`config.mk`:
```
export PLATFORM = sky130hd
export DESIGN_NAME = wave_weight_sequencer
export DESIGN_NICKNAME = d
export VERILOG_FILES = /design/src/rtl/wave_weight_sequencer.sv
export SDC_FILE = /design/constraint.sdc
export NUM_CORES = 1
export LEC_CHECK = 0
export ABC_AREA = 1
export CAP_MARGIN = 25
export CORE_UTILIZATION = 49
export CTS_BUF_LIST = sky130_fd_sc_hd__clkbuf_2 sky130_fd_sc_hd__clkbuf_4 sky130_fd_sc_hd__clkbuf_8
export DETAILED_ROUTE_END_ITERATION = 8
export PLACE_DENSITY_LB_ADDON = 0.05
export SYNTH_ARGS = -nofsm -noshare
export SYNTH_HDL_FRONTEND = slang
export SYNTH_SLANG_ARGS = --single-unit
```
`constraint.sdc`:
```
create_clock -name clk -period 3.75 [get_ports clk]
set_input_delay 0.75 -clock clk [delete_from_list [all_inputs] [get_ports clk]]
set_output_delay 0.75 -clock clk [all_outputs]
set_load 0.02 [all_outputs]
```
`src/rtl/wave_weight_sequencer.sv`:
```
// wave_weight_sequencer
// Producer side of the bit-serial Wave MAC interface. Captures a vector of
// signed weights, converts each to sign-magnitude and presents the magnitude
// bit-planes one column per cycle, MSB first, together with the MAC pipeline
// controls (en, load_accum, vec_done). All outputs are registered.
//
// Optional build macro: WAVE_ZERO_COL_SKIP_EN
//   When defined, magnitude columns that are zero in every lane are not issued.
//   An all-zero vector still issues a single column 0.
//
// state | meaning
// IDLE  | no vector in flight, w_ready=1, en=0
// ISSUE | presenting column col_q of the captured vector, en=1
// DRAIN | one zero column so the MAC psum register can settle, en=1, w_ready=1
module wave_weight_sequencer #(
    parameter int DATA_WIDTH = 8,
    parameter int VEC_LENGTH = 8,
    parameter int IN_REG     = 0
) (
    input  logic                            clk,
    input  logic                            reset,
    input  logic                            w_valid,
    output logic                            w_ready,
    input  logic signed [DATA_WIDTH-1:0]    w_in [VEC_LENGTH],
    output logic [VEC_LENGTH-1:0]           sign,
    output logic [VEC_LENGTH-1:0]           w_bit,
    output logic [$clog2(DATA_WIDTH-1)-1:0] column_idx,
    output logic                            en,
    output logic                            load_accum,
    output logic                            vec_done
);
    localparam int MW = DATA_WIDTH - 1;
    localparam int CW = $clog2(MW);

    typedef enum logic [1:0] {
        IDLE  = 2'd0,
        ISSUE = 2'd1,
        DRAIN = 2'd2
    } state_t;

    state_t                state_q, state_d;
    logic [CW-1:0]         col_q, col_d;
    logic [VEC_LENGTH-1:0] sgn_q, sgn_d;
    logic [MW-1:0]         mag_q [VEC_LENGTH];
    logic [MW-1:0]         mag_d [VEC_LENGTH];
    logic [MW-1:0]         cmask_q, cmask_d;

    logic                  w_ready_q, w_ready_d;
    logic                  en_q, en_d;
    logic [VEC_LENGTH-1:0] sign_q, sign_d;
    logic [VEC_LENGTH-1:0] w_bit_q, w_bit_d;
    logic [CW-1:0]         column_idx_q, column_idx_d;
    logic                  first_q, first_d;
    logic                  last_q, last_d;
    logic                  load_accum_q, load_accum_d;
    logic                  done_p1_q, done_p1_d;
    logic                  vec_done_q, vec_done_d;

    logic [VEC_LENGTH-1:0] in_sgn;
    logic [MW-1:0]         in_mag [VEC_LENGTH];
    logic [MW-1:0]         in_mask;
    logic                  accept;
    logic                  load;

    // Highest set column strictly below lim (0 when none).
    function automatic logic [CW-1:0] top_below(input logic [MW-1:0] mask, input int lim);
        logic [CW-1:0] r;
        r = '0;
        for (int i = 0; i < MW; i++) begin
            if (mask[i] && (i < lim)) r = CW'(i);
        end
        return r;
    endfunction

    // True when some column strictly below lim is still to be issued.
    function automatic logic any_below(input logic [MW-1:0] mask, input int lim);
        logic r;
        r = 1'b0;
        for (int i = 0; i < MW; i++) begin
            if (mask[i] && (i < lim)) r = 1'b1;
        end
        return r;
    endfunction

    // Sign-magnitude conversion of the incoming vector; most-negative saturates.
    always_comb begin
        in_mask = '0;
        for (int j = 0; j < VEC_LENGTH; j++) begin
            in_sgn[j] = w_in[j][DATA_WIDTH-1];
            if (in_sgn[j] && (w_in[j][MW-1:0] == '0)) begin
                in_mag[j] = '1;
            end else if (in_sgn[j]) begin
                in_mag[j] = ~w_in[j][MW-1:0] + 1'b1;
            end else begin
                in_mag[j] = w_in[j][MW-1:0];
            end
`ifdef WAVE_ZERO_COL_SKIP_EN
            in_mask = in_mask | in_mag[j];
`endif
        end
`ifndef WAVE_ZERO_COL_SKIP_EN
        in_mask = '1;
`endif
    end

    // Next-state logic plus the registered output values for the next cycle.
    always_comb begin
        state_d = state_q;
        col_d   = col_q;
        sgn_d   = sgn_q;
        mag_d   = mag_q;
        cmask_d = cmask_q;
        accept  = w_valid && w_ready_q;
        load    = 1'b0;

        case (state_q)
            IDLE: begin
                if (accept) load = 1'b1;
            end
            ISSUE: begin
                if (any_below(cmask_q, int'(col_q))) begin
                    col_d = top_below(cmask_q, int'(col_q));
                end else if (accept) begin
                    load = 1'b1;
                end else begin
                    state_d = DRAIN;
                end
            end
            DRAIN: begin
                if (accept) load = 1'b1;
                else        state_d = IDLE;
            end
            default: state_d = IDLE;
        endcase

        if (load) begin
            state_d = ISSUE;
            sgn_d   = in_sgn;
            mag_d   = in_mag;
            cmask_d = in_mask;
            col_d   = top_below(in_mask, MW);
        end

        last_d       = (state_d == ISSUE) && !any_below(cmask_d, int'(col_d));
        w_ready_d    = (state_d != ISSUE) || last_d;
        en_d         = (state_d != IDLE);
        column_idx_d = (state_d == ISSUE) ? col_d : '0;
        sign_d       = (state_d == ISSUE) ? sgn_d : '0;
        for (int j = 0; j < VEC_LENGTH; j++) begin
            w_bit_d[j] = (state_d == ISSUE) ? mag_d[j][col_d] : 1'b0;
        end
        first_d      = load;
        load_accum_d = first_q;
        done_p1_d    = last_q;
        vec_done_d   = done_p1_q;
    end

    // State, captured vector and output registers.
    always_ff @(posedge clk) begin
        if (reset) begin
            state_q      <= IDLE;
            col_q        <= '0;
            sgn_q        <= '0;
            mag_q        <= '{default: '0};
            cmask_q      <= '0;
            w_ready_q    <= 1'b0;
            en_q         <= 1'b0;
            sign_q       <= '0;
            w_bit_q      <= '0;
            column_idx_q <= '0;
            first_q      <= 1'b0;
            last_q       <= 1'b0;
            load_accum_q <= 1'b0;
            done_p1_q    <= 1'b0;
            vec_done_q   <= 1'b0;
        end else begin
            state_q      <= state_d;
            col_q        <= col_d;
            sgn_q        <= sgn_d;
            mag_q        <= mag_d;
            cmask_q      <= cmask_d;
            w_ready_q    <= w_ready_d;
            en_q         <= en_d;
            sign_q       <= sign_d;
            w_bit_q      <= w_bit_d;
            column_idx_q <= column_idx_d;
            first_q      <= first_d;
            last_q       <= last_d;
            load_accum_q <= load_accum_d;
            done_p1_q    <= done_p1_d;
            vec_done_q   <= vec_done_d;
        end
    end

    assign w_ready    = w_ready_q;
    assign sign       = sign_q;
    assign w_bit      = w_bit_q;
    assign column_idx = column_idx_q;

    generate
        if (IN_REG != 0) begin : g_in_reg
            // The MAC registers its data inputs, so its controls lag one more cycle.
            logic en_dly_q, en_dly_d;
            logic la_dly_q, la_dly_d;
            logic vd_dly_q, vd_dly_d;

            // Control delay line inputs.
            always_comb begin
                en_dly_d = en_q;
                la_dly_d = load_accum_q;
                vd_dly_d = vec_done_q;
            end

            // Control delay line registers.
            always_ff @(posedge clk) begin
                if (reset) begin
                    en_dly_q <= 1'b0;
                    la_dly_q <= 1'b0;
                    vd_dly_q <= 1'b0;
                end else begin
                    en_dly_q <= en_dly_d;
                    la_dly_q <= la_dly_d;
                    vd_dly_q <= vd_dly_d;
                end
            end

            assign en         = en_dly_q;
            assign load_accum = la_dly_q;
            assign vec_done   = vd_dly_q;
        end else begin : g_direct
            assign en         = en_q;
            assign load_accum = load_accum_q;
            assign vec_done   = vec_done_q;
        end
    endgenerate

endmodule
```
# Yosys cells after proc, flatten, opt, wreduce, memory -nomap -nowiden
# Cells that the tools add are included.
[totals]
output_inout_bits = 23
mem_bits_rw = 0
word_cells = 163
input_bits = 67
romBits = 0
n_memories = 0
regBits = 102
latch_bits = 0
[classes]
n_mul = 0
muxes = 67
n_lt_le_gt_ge = 15
div_mod_pow = 0
addsub = 8
bitwise = 9
eq_ne = 4
shift = 0
reduce_logical = 38
[op_table]
columns = ["operator", "n"]
rows = [
  ["7-bit 2-to-1 mux", 17],
  ["7-bit by 1-bit adder with 7-bit output (second input constant)", 8],
  ["7-bit logical NOT", 8],
  ["56-bit 2-to-1 mux", 1],
  ["7-bit NOT", 8],
  ["1-bit 2-to-1 mux", 26],
  ["1-bit binary-select mux with 3-bit select", 8],
  ["1-bit logical AND", 24],
  ["3-bit 2-to-1 mux", 8],
  ["3-bit < comparator (first input constant)", 6],
  ["1-bit by 3-bit < comparator with 1-bit output (first input constant)", 4],
  ["2-bit by 3-bit < comparator with 1-bit output (first input constant)", 4],
  ["2-bit 2-to-1 mux", 4],
  ["8-bit 2-to-1 mux", 1],
  ["2-bit one-hot mux with 3 select lines", 1],
  ["2-bit by 1-bit == test with 1-bit output (second input constant)", 2],
  ["3-bit by 4-bit < comparator with 1-bit output (second input constant)", 1],
  ["2-bit OR reduction", 2],
  ["2-bit == test (second input constant)", 1],
  ["2-bit logical NOT", 1],
  ["2-bit by 1-bit != test with 1-bit output (second input constant)", 1],
  ["1-bit one-hot mux with 2 select lines", 1],
  ["2-bit nonzero test", 1],
  ["1-bit logical NOT", 1],
  ["2 further kinds", 2],
]

# Longest topological paths before layout
[depth]
word_depth = 25
depth_mapped = 17
ltp_nobuf = 16

# Worst setup path after synthesis
# OpenSTA, ideal clock, no wires.
[synth_timing]
path_kind = "input port to flip-flop"
startpoint = "input port w_in[9] (netlist bit)"
endpoint = "register w_bit_q[6] (netlist: w_bit[6])"
slack_ns = 1.752
required_ns = 3.692
n_path_buf = 0
setup_ns = 0.058
path_stages = 14
arrival_time_ns = 1.940
cell_sequence = "inv_1 ha_1 inv_1 nor3_1 inv_1 nor4_1 nand2_1 nand2_1 o22ai_1 nand2_1 nand3_1 nand2_1 nand2_1 nand2_1"
[synth_between]
elab_chain_cells = 7
word_cells_on_any_way = 9
classes_between = "1 x add/sub; 5 x mux; 1 x bitwise; 2 x reduce/logical"
[synth_rtl]
columns = ["item", "line_no", "text"]
rows = [
  ["start: declaration", "24", "input logic signed [DATA_WIDTH-1:0] w_in [VEC_LENGTH],"],
  ["7-bit NOT", "93", "in_mag[j] = ~w_in[j][MW-1:0] + 1'b1;"],
  ["7-bit by 1-bit adder with 7-bit output", "93", ""],
  ["7-bit 2-to-1 mux", "92", "end else if (in_sgn[j]) begin"],
  ["7-bit 2-to-1 mux (*)", "90", "if (in_sgn[j] && (w_in[j][MW-1:0] == '0)) begin"],
  ["56-bit 2-to-1 mux (*)", "136", "if (load) begin"],
  ["1-bit binary-select mux with 3-bit select (*)", "150", "w_bit_d[j] = (state_d == ISSUE) ? mag_d[j][col_d] : 1'b0;"],
  ["1-bit 2-to-1 mux (not written as such) (*)", "150", ""],
  ["end signal: assignment", "185", "w_bit_q <= w_bit_d;"],
  ["end: declaration", "51", "logic [VEC_LENGTH-1:0] w_bit_q, w_bit_d;"],
]
# Mark *: on every way between the ends. The rest lies on a longest branch, timed or not. The select of a mux whose other input is x is not followed.
# A chain may end at the register's enable or synchronous reset.

# Worst setup path in the final report
[layout_timing]
startpoint = "input port w_valid"
endpoint = "register w_bit_q[7] (netlist: w_bit[7])"
[layout_between]
elab_chain_cells = 8
word_cells_on_any_way = 16
classes_between = "1 x eq/ne; 12 x mux; 1 x bitwise; 2 x reduce/logical"
[layout_rtl]
columns = ["item", "line_no", "text"]
rows = [
  ["start: declaration", "22", "input logic w_valid,"],
  ["1-bit logical AND (*)", "113", "accept = w_valid && w_ready_q;"],
  ["parallel branches: the longest is 7 deep, another holds 56-bit 2-to-1 mux", "n/a", ""],
]
# Mark *: on every way between the ends. The select of a mux whose other input is x is not followed.

==> impl_metrics.ini <==
[final_layout]
diodes = 0
nFillCells = 990
drive_gt1_share_pct = 6.103
area_delta_synth_final_pct = 21.53
nets = 922
ff_latch_area_um2 = 2042
multiInputGateArea_um2 = 2631

[grt]
overflow = 0
grt_max_degree = 78
gr-usage-all-layers_pct = 23.68
antenna_found_initial = 0
grt_pass1_wl_um = 21460
grt_pass1_vias = 4772

[logic_synthesis]
syn-mean-instance-area_um2 = 6.798
netlist_area_um2 = 5241
synth_sequential_area_ratio_pct = 38.96
syn_nets = 846
yosys_register_bits = 102
synth_cell_types = 38
synth_cells = 771
yosysWarnings = 0

[cts]
htreeDepth = 3
holdBufCountCts = 0
cts_sinks = 102
cts_setup_buffers = 0
clk_pin_slew_ns = 0.10
cts_buffers = 9
clk_latency_ns = 0.36
cts_tree = yes
cts_root_buf = clkbuf_8
cts_resized = 0
cts_buffer_depth = 2

[hold_path]
hold_class = reg -> reg

[timing]
finalSetupTns_ns = 0
rsz0062_at_grt = false
setup_violations = 0
fmax_ghz = 0.3549
hold_viol = 0
period_minus_slack_ns = 2.817
fin_ws_ns = 0.9325
tightest_slew_ns = 0.7207
drv_slew = 0
slew_headroom_pct = 51.95
fin_skew_ns = 0.009913
timing.final.crit_share_pct = 75.13

[detailed_routing]
drc = 0
drt_pass1_iterations = 4
detail_route.vias_per_cell = 5.070
wire_per_inst_um = 12.70
drt.antenna.violating_nets = 0
first_iter_violations = 300
routed_wl_um = 12550
vias = 5009

[floorplan]
die_y_um = 105.4
die_area_um2 = 11110
die_x_um = 105.4
num_rows = 37
ios = 90
core_area_um2 = 10370
initial_utilization_pct = 50.54

[placement]
dpl_worst_slack_ns = 0.6248
place.gp.congestion = 0.8232
io_buffers = 89
hpwlAfterDp_um = 9021

[critical_path]
critPathArrivalTime_ns = 3.06
crit_path_end_kind = register
worstPathMaxFanout = 77
required_ns = 4.00
start_kind = input pin
crit_type = in -> reg

[power_and_ir_drop]
pwr-share-seq_pct = 36.1
power_frac_clock_pct = 15.5
p_comb_share_pct = 48.4
p_per_area_nw_per_um2 = 726.0
swShare_pct = 43.67
intPower_uw = 2605
p_leak_uw = 0.002926
power_uw = 4624
vdd_ir_drop_max_uv = 515.1
switchingPower_uw = 2019

[job]
maxCapViolations = 0

[status]
status = completed
## layer usage
metal / global-route usage [%] / up-vias / routed length, um / share of wire, %
li1: - / 2600 / - / -
met1: 30.96 / 2294 / 6067 / 48
met2: 41.26 / 106 / 5919 / 47
met3: 3.525 / 9 / 451 / 3.6
met4: 4.930 / 0 / 109 / 0.87
met5: 0 / - / 0 / 0
## worst max-delay path: stages
cell	delay, ns
clkdlybuf4s50_1	0.49
nand2_1	0.08
nor2_1	0.12
nand3_2	0.11
nand2_4	0.09
buf_4	0.57
nand2_1	0.26
o22ai_1	0.23
nand2_1	0.09
nand3_1	0.07
nand2_1	0.06
nand2_1	0.05
nand2_1	0.05
## cells in the final DEF (no fill, tap or decap), types with 6 or more instances in the layout
cell and count:
nor3_1 16, nor2_1 121, nand2_1 175, ha_1 8, clkbuf_8 9, xnor2_1 11, dfxtp_1 102, o22ai_1 21
inv_2 6, o21ai_0 52, a31oi_1 9, a21oi_1 27, clkdlybuf4s50_1 88, xor2_1 15, nand3_1 34, inv_1 101
## power groups by stage
stage,combinational (uW),sequential (uW),clock [uW]
floorplan,1610,1720,0
global placement,2180,1690,0
detailed placement,2230,1690,0
CTS,2240,1670,728
global route,2550,1710,772
finish,2240,1670,715
## state kept, by name, indices dropped and copies added, names as in the netlist, 2 cells and up
name	flops
mag_q	56
sgn_q	8
sign	8
w_bit	8
cmask_q	7
col_q	3
column_idx	3
state_q	2
## area by class of cell
| class | count | share of cell area (%) |
|---|---|---|
| Inverter | 108 | 6.403 |
| Sequential cell | 102 | 32.06 |
| Clock buffer | 9 | 1.945 |
| Tap cell | 136 | 2.671 |
| Timing Repair Buffer | 93 | 14.38 |
| Clock inverter | 7 | 1.237 |
| Multi-Input combinational cell | 533 | 41.31 |
## worst paths after layout
kind	from	endpoint	slack [ns]	cells past startpoint
setup / recovery	w_valid	w_bit[7]	0.93	13
hold reg to reg	done_p1_d	done_p1_q	0.41	2
hold / removal	done_p1_d	done_p1_q	0.41	2
setup reg to reg	col_q[2]	w_bit[7]	1.13	15
## cells by family after synthesis
group / synth area share [%]
buffers and inverters: 10.84
XOR/XNOR: 4.345
AO/OA/AOI/OAI: 13.92
flip-flops: 38.96
adder cells (fa/ha/maj): 1.910
AND/OR/NAND/NOR: 30.03
## synth_stat cells, drive strengths merged
master   count  area, um^2
a211oi       1       7.510
a21oi       28       143.9
a221oi       4       35.03
a31oi        9       56.30
buf         18       122.6
clkbuf      10       37.54
dfxtp      102        2042
ha           8       100.1
inv        108       407.9
nand2      180       698.2
nand3       37       207.7
nand4        2       12.51
nor2       128       513.0
nor3        16       80.08
nor4         4       25.02
o2111ai      1       8.760
o211ai       1       7.510
o21ai       55       279.0
o221a        4       45.04
o22ai       21       131.4
o31ai        2       15.01
or2          6       37.54
xnor2       11       96.34
xor2        15       131.4
## stage by stage
step	utilization (%)	hold slack, ns	cell area, um^2	instances
detailed placement	59.47	0.3966	6167	972
finish	61.43	0.4058	6370	988
CTS	61.43	0.4031	6370	988
global route	61.43	0.4171	6370	988
global placement	59.47	0.3950	6167	972
floorplan	-	0.3883	5241	771
(Power assumes the default switching activity.)
